### config.mk
export PLATFORM = sky130hd
export DESIGN_NAME = add_slot_arbiter
export DESIGN_NICKNAME = d
export VERILOG_FILES = /design/src/rtl/add_arb_pkg.sv /design/src/rtl/prefix_adder64.sv /design/src/rtl/rr_arbiter.sv /design/src/rtl/add_slot_arbiter.sv
export SDC_FILE = /design/constraint.sdc
export NUM_CORES = 1
export LEC_CHECK = 0
export CORE_AREA = 3 3 242 244
export DETAILED_ROUTE_END_ITERATION = 10
export DIE_AREA = 0 0 245 247
export PLACE_DENSITY_LB_ADDON = 0.08
export SLEW_MARGIN = 20
export SYNTH_ARGS = -nofsm -noshare
export SYNTH_HDL_FRONTEND = slang
export SYNTH_SLANG_ARGS = --single-unit
### constraint.sdc
create_clock -name clk -period 5.55 [get_ports clk]
set_clock_uncertainty 0.1 [all_clocks]
set_input_delay 1.665 -clock clk [delete_from_list [all_inputs] [get_ports clk]]
set_output_delay 1.665 -clock clk [all_outputs]
set_load 0.005 [all_outputs]
### src/rtl/add_arb_pkg.sv
// rtl/add_arb_pkg.sv - shared widths and stage payload types for the add-slot arbiter
package add_arb_pkg;

    localparam int ADD_WIDTH  = 64;
    localparam int ADD_DEST_W = 5;
    localparam int ADD_SLOT_W = 3;

    typedef struct packed {
        logic [ADD_WIDTH-1:0]  a;
        logic [ADD_WIDTH-1:0]  b;
        logic                  sub;
        logic [ADD_DEST_W-1:0] dest;
        logic [ADD_SLOT_W-1:0] slot;
    } add_req_t;

    typedef struct packed {
        logic [ADD_WIDTH-1:0]  sum;
        logic                  cout;
        logic                  ovf;
        logic [ADD_DEST_W-1:0] dest;
        logic [ADD_SLOT_W-1:0] slot;
    } add_res_t;

endpackage

### src/rtl/prefix_adder64.sv
// rtl/prefix_adder64.sv - 64-bit Kogge-Stone parallel-prefix adder with carry-in
module prefix_adder64 (
    input  logic [63:0] a_i,
    input  logic [63:0] b_i,
    input  logic        cin_i,
    output logic [63:0] sum_o,
    output logic        cout_o
);

    logic [6:0][63:0] g_lvl;
    logic [6:0][63:0] p_lvl;
    logic [64:0]      carry;

    always_comb begin
        g_lvl    = '0;
        p_lvl    = '0;
        g_lvl[0] = a_i & b_i;
        p_lvl[0] = a_i ^ b_i;
        for (int l = 0; l < 6; l++) begin
            for (int i = 0; i < 64; i++) begin
                if (i >= (1 << l)) begin
                    g_lvl[l+1][i] = g_lvl[l][i] | (p_lvl[l][i] & g_lvl[l][i-(1<<l)]);
                    p_lvl[l+1][i] = p_lvl[l][i] & p_lvl[l][i-(1<<l)];
                end else begin
                    g_lvl[l+1][i] = g_lvl[l][i];
                    p_lvl[l+1][i] = p_lvl[l][i];
                end
            end
        end
        // Group terms span [i:0]; carry-in folds in as one extra prefix step.
        carry[0] = cin_i;
        for (int i = 0; i < 64; i++) begin
            carry[i+1] = g_lvl[6][i] | (p_lvl[6][i] & cin_i);
        end
        sum_o  = p_lvl[0] ^ carry[63:0];
        cout_o = carry[64];
    end

endmodule

### src/rtl/rr_arbiter.sv
// rtl/rr_arbiter.sv - round-robin grant search starting at ptr with wrap-around
module rr_arbiter #(
    parameter  int NUM_SLOTS = 4,
    localparam int SLOT_W    = $clog2(NUM_SLOTS)
) (
    input  logic [NUM_SLOTS-1:0] req_i,
    input  logic [SLOT_W-1:0]    ptr_i,
    output logic [NUM_SLOTS-1:0] gnt_o,
    output logic [SLOT_W-1:0]    gnt_idx_o
);

    logic found;

    always_comb begin
        gnt_o     = '0;
        gnt_idx_o = '0;
        found     = 1'b0;
        for (int k = 0; k < NUM_SLOTS; k++) begin
            int j;
            j = int'(ptr_i) + k;
            if (j >= NUM_SLOTS) begin
                j = j - NUM_SLOTS;
            end
            if (!found && req_i[j]) begin
                found     = 1'b1;
                gnt_o[j]  = 1'b1;
                gnt_idx_o = SLOT_W'(j);
            end
        end
    end

endmodule

### src/rtl/add_slot_arbiter.sv
// rtl/add_slot_arbiter.sv - round-robin sharing of one prefix adder across VLIW issue slots
module add_slot_arbiter
    import add_arb_pkg::*;
#(
    parameter  int NUM_SLOTS = 4,
    parameter  int WIDTH     = ADD_WIDTH,
    parameter  int DEST_W    = ADD_DEST_W,
    localparam int SLOT_W    = $clog2(NUM_SLOTS)
) (
    input  logic                        clk,
    input  logic                        rst,
    input  logic [NUM_SLOTS-1:0]        req_valid,
    output logic [NUM_SLOTS-1:0]        req_ready,
    input  logic [NUM_SLOTS*WIDTH-1:0]  req_a,
    input  logic [NUM_SLOTS*WIDTH-1:0]  req_b,
    input  logic [NUM_SLOTS-1:0]        req_sub,
    input  logic [NUM_SLOTS*DEST_W-1:0] req_dest,
    output logic                        res_valid,
    input  logic                        res_ready,
    output logic [SLOT_W-1:0]           res_slot,
    output logic [DEST_W-1:0]           res_dest,
    output logic [WIDTH-1:0]            res_sum,
    output logic                        res_cout,
    output logic                        res_ovf
);

    logic [NUM_SLOTS-1:0] gnt;
    logic [SLOT_W-1:0]    gnt_idx;
    logic [SLOT_W-1:0]    rr_ptr_q, rr_ptr_d;
    logic                 s1_valid_q;
    add_req_t             s1_q, s1_d;
    logic                 res_valid_q;
    add_res_t             res_q, res_d;
    logic                 s2_load, s1_load, xfer;
    logic [WIDTH-1:0]     b_eff, add_sum;
    logic                 add_cout;
    logic                 unused_slot_msbs;

    rr_arbiter #(.NUM_SLOTS(NUM_SLOTS)) u_arb (
        .req_i     (req_valid),
        .ptr_i     (rr_ptr_q),
        .gnt_o     (gnt),
        .gnt_idx_o (gnt_idx)
    );

    assign s2_load = !res_valid_q || res_ready;
    assign s1_load = !s1_valid_q || s2_load;
    // Reset overrides any handshake so a request seen during reset is never consumed.
    assign req_ready = (s1_load && !rst) ? gnt : '0;
    assign xfer      = |req_ready;

    always_comb begin
        rr_ptr_d = rr_ptr_q;
        if (xfer) begin
            rr_ptr_d = (gnt_idx == SLOT_W'(NUM_SLOTS - 1)) ? '0 : gnt_idx + 1'b1;
        end
    end

    always_comb begin
        s1_d = s1_q;
        if (xfer) begin
            s1_d.a    = req_a[gnt_idx*WIDTH +: WIDTH];
            s1_d.b    = req_b[gnt_idx*WIDTH +: WIDTH];
            s1_d.sub  = req_sub[gnt_idx];
            s1_d.dest = req_dest[gnt_idx*DEST_W +: DEST_W];
            s1_d.slot = ADD_SLOT_W'(gnt_idx);
        end
    end

    assign b_eff = s1_q.sub ? ~s1_q.b : s1_q.b;

    prefix_adder64 u_add (
        .a_i    (s1_q.a),
        .b_i    (b_eff),
        .cin_i  (s1_q.sub),
        .sum_o  (add_sum),
        .cout_o (add_cout)
    );

    always_comb begin
        res_d      = res_q;
        res_d.sum  = add_sum;
        res_d.cout = add_cout;
        res_d.ovf  = (s1_q.a[WIDTH-1] == b_eff[WIDTH-1]) && (add_sum[WIDTH-1] != s1_q.a[WIDTH-1]);
        res_d.dest = s1_q.dest;
        res_d.slot = s1_q.slot;
    end

    always_ff @(posedge clk) begin
        if (rst) begin
            rr_ptr_q    <= '0;
            s1_valid_q  <= 1'b0;
            s1_q        <= '0;
            res_valid_q <= 1'b0;
            res_q       <= '0;
        end else begin
            rr_ptr_q <= rr_ptr_d;
            if (s1_load) begin
                s1_valid_q <= xfer;
                s1_q       <= s1_d;
            end
            if (s2_load) begin
                res_valid_q <= s1_valid_q;
                if (s1_valid_q) begin
                    res_q <= res_d;
                end
            end
        end
    end

    assign res_valid        = res_valid_q;
    assign res_slot         = res_q.slot[SLOT_W-1:0];
    assign res_dest         = res_q.dest;
    assign res_sum          = res_q.sum;
    assign res_cout         = res_q.cout;
    assign res_ovf          = res_q.ovf;
    assign unused_slot_msbs = ^res_q.slot;

endmodule

==> results of run 1 <==
-- worst max path at each step --
stage              endpoint         start  slack (ns)
2_1_floorplan  req_ready[3]  req_valid[2]        0.80
3_3_place_gp   req_ready[0]  req_valid[2]       -0.25
3_5_place_dp   req_ready[0]  req_valid[2]       -0.25
4_1_cts        req_ready[3]  req_valid[2]        0.07
5_1_grt        req_ready[0]  req_valid[2]       0.006
6_report       req_ready[0]  req_valid[2]        0.10
-- per-stage QoR --
stage	std cells	power (uW)	util	setup WS, ns
after detailed placement	3068	12010	0.3939	-0.2515
after global placement	3068	11980	0.3939	-0.2475
after global routing	3120	14940	0.4107	0.006127
final	3120	13690	0.4107	0.1007
after CTS	3120	13880	0.4107	0.06786
after floorplan	1786	8919	-	0.8041
-- registers in the layout, indices dropped and copies added, names as in the netlist, named ones only --
name and cells:
s1_valid_q 1, res_sum 64, res_ovf 1, s1_q 129, rr_ptr_q 1, res_d 7
res_slot 2, res_valid 1, res_dest 5, res_cout 1
-- metal layers --
layer,GRT usage,vias to the layer above,wire (um)
met3,0.03947,54,3627
li1,-,7537,-
met5,0,-,0
met2,0.3367,422,30050
met1,0.2636,7454,27930
met4,0.03352,0,996
-- layout by cell type (no fill, tap or decap), types with 33 or more instances in the layout --
cell and instances:
a21oi_1 282, buf_4 38, clkdlybuf4s50_1 615, dfxtp_1 212
ha_1 69, mux4_2 135, nand2_1 448, nor2_1 59
o21ai_0 54, xnor2_1 33, xor2_1 81
-- repair_timing --
action | CTS | global route
buffers inserted | 4 | 0
resized for setup | 8 | 2
pin swaps | 4 | 2
setup endpoints to repair | 4 | 1
gates cloned | 0 | 0
-- cell type report --
type	count	share of cell area
clock buffer	37	0.03327
clock inverter	11	0.005663
inverter	28	0.004530
multi-input combinational	1406	0.4428
sequential	213	0.1840
tap	756	0.04077
timing repair buffer	669	0.2891
-- worst reg2reg max path, cell delays in order, from the launching register on --
cell,delay (ns)
dfxtp_4,0.58
buf_4,0.33
xor2_1,0.12
ha_1,0.39
and4_1,0.27
o311ai_1,0.24
a2111oi_1,0.89
o2111ai_1,0.39
a211oi_2,0.44
o2111a_1,0.26
o21a_1,0.19
nor4_1,0.07
a211o_1,0.30
-- power groups by stage --
stage	clock network [uW]	logic (uW)	registers (uW)
after floorplan	0	6270	2640
after global routing	1890	10100	2910
after CTS	1820	9230	2830
after detailed placement	0	9160	2850
final	1760	9100	2820
after global placement	0	9140	2850
-- logic make-up (layout without fill, tap and decap cells) --
family	Yosys count	after routing
compound gates	452	452
buf+inv	167	745
xor+xnor	114	114
mux	139	139
simple gates	632	632
flops	213	213
fa+ha+maj	69	69
==> flow_summary.ini, run 1 <==
[route]
vias = 15470
ant_nets = 0
via_per_inst = 4.957
drt_wl_total_um = 62600
drt-initial-drc-count = 847
wl_per_cell_um = 20.07
first_pass_iters = 5
drc_errors = 0

[clocking]
clockBufferDepth = 3
cts_buffers = 26
clockRootBuffer = clkbuf_16
hold_buffers = 0
clk_latency_ns = 0.55
htree_levels = 1
cts_sinks = 213
clkSlewWorstSetupHoldPaths_ns = 0.06
cts_tree = yes

[power_and_ir_drop]
combPwrFrac = 0.665
clkPwrFrac = 0.129
switching_share = 0.4649
p_seq_frac = 0.206
p_int_uw = 7323
power.density_mw_per_mm2 = 589.9
ir_drop_mv = 0.2411
leakagePower_uw = 0.008930
switchingPower_uw = 6362

[setup_path]
cpPeakStageDelay_ns = 0.54
path_max_fanout = 4
crit_path_end_kind = output port
reg2reg_depth = 12
critical_path_class = in2out
required_ns = 3.79
cp.depth = 8
slowest_stage = mux4_2
ff2ff_setup_slack_ns = 0.86
crit_family = buffers and inverters
critPathLaunchType = primary input
crit_chain = clkdlybuf4s50_1 -> mux4_2 -> a211oi_4 -> a22o_1 -> nand2_1 -> a31oi_1 -> buf_4 -> dlygate4sd2_1
reg2reg_from = s1_q[8]
worstPathArrival_ns = 3.68
r2r_end = res_sum[63]
critPathBufInv = 3

[synth]
yosysTopAreaCell = dfxtp_1
synthMuxAreaShare = 0.2032
synth_fa_ha_area_frac = 0.05691
netlist_top_cells_area = dfxtp_1 (28%), mux4_2 (20%), nand2_1 (11%)
synth_top_area_frac = 0.2811
synthDistinctLibCells = 64
synth_common_cells = nand2_1 (448), a21oi_1 (283), dfxtp_1 (213)
syn_area_mm2 = 0.01517
ys_ff_latch = 213
synth_top_family_by_area = multiplexers
ys_seq_area_frac = 0.2811
yosys.area_share.simple = 0.1753
mappedNetlistNets = 2398
syn_avg_cell_area_um2 = 8.494
async_reset_ff_frac = 0
yosysMostFrequentCell = nand2_1
synthFlopType = dfxtp_1
synthXorXnorAreaFrac = 0.06582
synth_compound_area_frac = 0.1712
synth-edff-count = 0
synth_cells = 1786
yosys_warnings = 0

[timing]
period_minus_slack_ns = 5.449
final-setup-viol-count = 0
relSlewSlack = 0.3082
hold_ws_ns = 0.3507
fin_setup_tns_ns = 0
fin_crit_sh = 0.9819
rsz0062_at_grt = false
max_freq_mhz = 183.5
tightest_slew_ns = 1.038
maxSlewViolCount = 0
hold_viol_final = 0

[die]
rows = 87
io_pins = 621
core_mm2 = 0.05650
die_w_um = 245
dieArea_mm2 = 0.06052
initial_utilization = 0.2685
die-height_um = 247

[hold_path]
worstHoldEndpoint = res_sum[50]
whs_path_depth = 2
min_from = res_sum[50]
hold_path.class = reg2reg

[global_routing]
grt_antenna_before_repair = 0
grt_max_degree = 96
grt_pass1_wl_um = 94400
grt_pass1_vias = 16090
track_usage = 0.1979
grt_overflow = 0

[place]
gp_congestion = 0.8693
io_buffers = 620
placed_cell_area_mm2 = 0.02225
dp_hpwl_um = 50870

[cells_and_area]
regArea_mm2 = 0.004268
area_growth_pct = 52.94
nets = 2956
multi_input_area_mm2 = 0.01027
diodes = 0
final_layout_size_suffix_gt1_frac = 0.1049
fin_area_mm2 = 0.02320
fillCellCount = 5701

[run]
cap_violations = 0

[outcome]
status = finished, final reports clean
Note: power is estimated with default switching activity, not from simulation.
==> inputs of run 2 (changes only) <==
Settings changed: CORE_AREA 3 3 242 244 to 4 4 237 239, DIE_AREA 0 0 245 247 to 0 0 241 243.
==> run 2 against run 1 <==
  * Sequential power is essentially flat
  * Sequential share of layout area grew 0.080 points
  * Via count is 0.30% higher
  * Largest cell class unchanged
  * Combinational power decreased by 1%
  * Core utilization increased by 1.9 points
  * Total power shrank 0.76%
  * Wire length up 0.13%
  * Non-clock buffer count is 5 lower
  * First-iteration DRC count down 7.0%
  * Cell area is 0.43% lower
  * Clock power hardly changed
==> flow_summary.ini, run 2 (synthesis results as in run 1) <==
[cells_and_area]
layout_common_cells = clkdlybuf4s50_1 (615), nand2_1 (448), a21oi_1 (282)
diodes = 0
fin_cells = 3056
multi_input_area_mm2 = 0.01029
area_growth_pct = 52.28
final_layout_size_suffix_gt1_frac = 0.1004
largest_register_ffs = 129
regArea_mm2 = 0.004268
fillCellCount = 5462
nets = 2953
largest_register = s1_q
postLayoutCoreUtil = 0.4293
final_common_cell = clkdlybuf4s50_1

[setup_path]
critPathLaunchType = primary input
required_ns = 3.79
ff2ff_setup_slack_ns = 0.99
critical_path_class = in2out
reg2reg_depth = 12
worstPathArrival_ns = 3.70
slowest_stage = mux4_2
crit_chain = clkdlybuf4s50_1 -> mux4_2 -> a211oi_4 -> buf_4 -> a22o_1 -> nand2_1 -> a31oi_4 -> dlygate4sd2_1
r2r_end = res_sum[63]
crit_path_end_kind = output port
critPathBufInv = 3
cpPeakStageDelay_ns = 0.51
crit_family = buffers and inverters
reg2reg_from = s1_q[8]
path_max_fanout = 4

[clocking]
cts_sinks = 213
clk_latency_ns = 0.54
clockBufferDepth = 3
cts_buffers = 28
htree_levels = 1
cts_tree = yes
clockRootBuffer = clkbuf_16
clkSlewWorstSetupHoldPaths_ns = 0.06

[global_routing]
grt_max_degree = 213
grt_pass1_wl_um = 95740
grt_pass1_vias = 16240
grt_overflow = 0
grt_antenna_before_repair = 0
track_usage = 0.2049

[timing]
max_freq_mhz = 183.1
final-setup-viol-count = 0
hold_ws_ns = 0.3481
rsz0062_at_grt = true
maxSlewViolCount = 0
period_minus_slack_ns = 5.461
hold_viol_final = 0
setup_ws_ns = 0.08891
relSlewSlack = 0.2884
fin_crit_sh = 0.9840
tightest_slew_ns = 1.067

[place]
dp.cells = 3005
io_buffers = 620
dp_hpwl_um = 50390
gp_congestion = 0.8906
place_ws_ns = -0.2322

[power_and_ir_drop]
leakagePower_uw = 0.008907
ir_drop_mv = 0.3015
total_power_uw = 13580
power.density_mw_per_mm2 = 587.9

[run]
cap_violations = 0

[die]
initial_utilization = 0.2819
die-height_um = 243
rows = 85
core_mm2 = 0.05381
die_w_um = 241
io_pins = 621
dieArea_mm2 = 0.05856

[route]
ant_nets = 0
drc_errors = 0
via_per_inst = 5.076
wl_per_cell_um = 20.51
drt-initial-drc-count = 788
vias = 15510
first_pass_iters = 5
drt_wl_total_um = 62690

[hold_path]
worstHoldEndpoint = res_sum[3]
min_from = res_sum[3]
whs_path_depth = 2
hold_path.class = reg2reg

[outcome]
status = finished, final reports clean
[run 2: metrics by stage]
stage | instance area (um^2) | setup TNS (ns)
detailed placement | 22150 | -0.7843
global route | 23100 | -0.0009415
floorplan | 15170 | 0
CTS | 23080 | 0
global placement | 22150 | -0.7114
finish | 23100 | 0
[run 2: layer usage]
metal	global-route usage	share of wire	vias up
met5	0	0	-
met4	0.02464	0.011	0
met3	0.03587	0.051	39
met2	0.3552	0.49	398
met1	0.2753	0.45	7539
li1	-	-	7537
[run 2: how the worst max path moves through the flow]
stage	from	to	slack (ns)	cells after the start
5_1_grt	req_valid[2]	req_ready[0]	-0.0009	8
4_1_cts	req_valid[3]	req_ready[1]	0.12	8
3_3_place_gp	req_valid[0]	req_ready[1]	-0.24	7
2_1_floorplan	req_valid[2]	req_ready[3]	0.80	5
3_5_place_dp	req_valid[3]	req_ready[1]	-0.23	7
6_report	req_valid[1]	req_ready[1]	0.09	8
[run 2: repair_timing]
item / CTS / global route
hold buffers: 0 / 0
pin swaps: 1 / 0
gates resized for setup: 9 / 3
setup endpoints to repair: 4 / 2
setup buffers: 2 / 0
[run 2: cell type report]
class | count | area share
sequential | 213 | 0.1847
inverter | 28 | 0.004550
multi-input combinational | 1406 | 0.4456
timing repair buffer | 664 | 0.2887
clock buffer | 45 | 0.03661
tap | 696 | 0.03770
clock inverter | 4 | 0.002058
[run 2: worst register-to-register path: cells and delay by family (launching register included)]
kind | cells | cell delay [ns]
AOI/OAI and AO/OA | 7 | 2.62
xor gates and xnor gates | 1 | 0.10
adders and majority gates | 1 | 0.41
buffers and inverters | 1 | 0.31
DFF | 1 | 0.56
and+or+nand+nor | 2 | 0.34
[run 2: where the power goes]
| group | switching, uW | internal, uW | total, uW |
|---|---|---|---|
| Combinational | 5040 | 3950 | 9000 |
| Clock | 685 | 1080 | 1760 |
| Sequential | 557 | 2270 | 2820 |
| Total | 6290 | 7290 | 13600 |
==> edit: new RTL, flow settings as in run 1 <==
Put a register stage on the output `res_ovf`. The value now appears one clock later. The other outputs are not delayed to match.
--- a/src/rtl/add_slot_arbiter.sv
+++ b/src/rtl/add_slot_arbiter.sv
@@ -113,7 +113,9 @@
     assign res_dest         = res_q.dest;
     assign res_sum          = res_q.sum;
     assign res_cout         = res_q.cout;
-    assign res_ovf          = res_q.ovf;
+    always_ff @(posedge clk) begin
+        res_ovf <= res_q.ovf;
+    end
     assign unused_slot_msbs = ^res_q.slot;
 
 endmodule
Formal check against the unedited RTL: not equivalent (Yosys sat finds a counterexample within 4 cycles, from zero or initial values and one cycle with rst high).
==> edit against run 1 <==
Sequential power grew 3%. Global-route usage grew 3.7 points. Total power grew 19%. Sequential cell count grew 1. Register-to-register slack lost 0.09 ns. Worst hold slack lost 0.083 ns. Combinational power grew 27%. Setup slack lost 0.015 ns. Utilization grew 1.4 points. Synthesized area grew 8.3%. Cell area grew 3.5%. Wire length grew 20%. Non-clock buffer count grew 26. Largest cell class unchanged.
==> edit: results (changes against run 1) <==
[synthesis]
yosysSeqAreaShare_pct = 26.07  ; -2.0 points
synth_compound_area_share_pct = 30.45  ; +13 points
synth-adder-area-share_pct = 5.254  ; -0.44 points
synth_nets = 2908  ; +21%
synth.area.top_cells = dfxtp_1 (26%), nand2_1 (9.8%), a21oi_1 (7.8%)
avgSynthCellArea_sq_um = 7.156  ; -16%
muxShareOfSynthArea_pct = 0.5864  ; -20 points
yosys-top-cells-count = nand2_1 (431), a21oi_1 (257), dfxtp_1 (214)

[detailed_routing]
drtPass1Iterations = 7  ; +2
avgRoutedWirePerCell_um = 21.15  ; +5.4%
vias = 18260  ; +18%
routed_wl_um = 74850  ; +20%
drt_iter0_drc = 1002  ; +18%

[worst_setup_path]
r2r_end = res_sum[56]$_SDFFE_PP0P_
slowest_stage = clkdlybuf4s50_1
critPathMaxFanout = 5  ; +1
arrival_ns = 3.70  ; +0.02 ns
cp-startpoint = req_valid[0]
r2r_cells = 11  ; -1
crit_end = req_ready[3]
max_stage_delay_ns = 0.43  ; -0.11 ns
r2r_slack_ns = 0.77  ; -0.09 ns

[clock_tree]
cts_max_level = 1  ; unchanged

[place]
post-place-cells = 3482  ; +13%
dp_hpwl_um = 60470  ; +19%
place_congestion = 0.9071  ; +4.3%
placed_area_sq_mm = 0.02309  ; +3.7%
place_ws_ns = -0.2786  ; -0.02713 ns
port_buffers = 620  ; unchanged

[final_layout]
drive_above_1_share_pct = 5.396  ; -5.1 points
fillerInstances = 5840  ; +2.4%
final_nets = 3372  ; +14%
largest_register_ffs = 129  ; unchanged

[sta]
fin_ws_ns = 0.08608  ; -0.01464 ns
relSlewSlack_pct = 32.11  ; +1.3 points
whs_ns = 0.2674  ; -0.08337 ns

[global_routing]
antenna_found_initial = 6  ; +6
grt_pass1_vias = 17900  ; +11%
grt_usage_pct = 23.52  ; +3.7 points
grt_first_pass_wirelength_um = 110600  ; +17%
grt_max_degree = 192  ; +100%

[power_and_ir_drop]
peakVddDrop_mv = 0.4450  ; +85%
p_leak_nw = 9.416  ; +5.4%

[outcome]
status = finished clean

## edit: timing repair
action                     4_1_cts  5_1_grt
gates resized for setup         13        6
hold buffers                     0        0
setup endpoints to repair        4        3
setup buffers                    4        2
pin swaps                        2        3
## edit: how the worst min path moves through the flow
stage,from,end,depth (start not counted)
finish,res_q[8]$_SDFFE_PP0P_,res_ovf$_DFF_P_,0
floorplan,res_q[8]$_SDFFE_PP0P_,res_ovf$_DFF_P_,0
detailed placement,res_q[8]$_SDFFE_PP0P_,res_ovf$_DFF_P_,0
global route,res_q[8]$_SDFFE_PP0P_,res_ovf$_DFF_P_,0
global placement,res_q[8]$_SDFFE_PP0P_,res_ovf$_DFF_P_,0
CTS,res_q[8]$_SDFFE_PP0P_,res_ovf$_DFF_P_,0
## edit: final cells by class
type / instances / area, sq um / share of cell area [%]
Antenna cell: 3 / 7.507 / 0.03126
Clock buffer: 32 / 714.4 / 2.975
Clock inverter: 16 / 171.4 / 0.7138
Inverter: 26 / 97.59 / 0.4064
Multi-Input combinational cell: 1797 / 10820 / 45.04
Sequential cell: 214 / 4288 / 17.85
Tap cell: 756 / 945.9 / 3.939
Timing Repair Buffer: 695 / 6975 / 29.05
## edit: layer usage
metal  GRT usage [%]  wire [um]  up-vias
met5               0         27        -
met3           3.611       3854       59
met4           3.439        832        4
li1                -          -     9077
met1           32.34      34950     8632
met2           39.70      35190      491
## edit: power breakdown
part	total, mW	leakage [nW]	switching (mW)	internal, mW
combinational	11.6	7.22	7.11	4.47
sequential	2.90	1.76	0.600	2.30
clock	1.76	0.434	0.707	1.06
## edit: critical path: cells and delay by family
kind / cells / cell delay [ns]
AO/OA/AOI/OAI: 2 / 0.56
AND/OR/NAND/NOR: 1 / 0.06
buffers and inverters: 4 / 0.93
multiplexers: 2 / 0.47
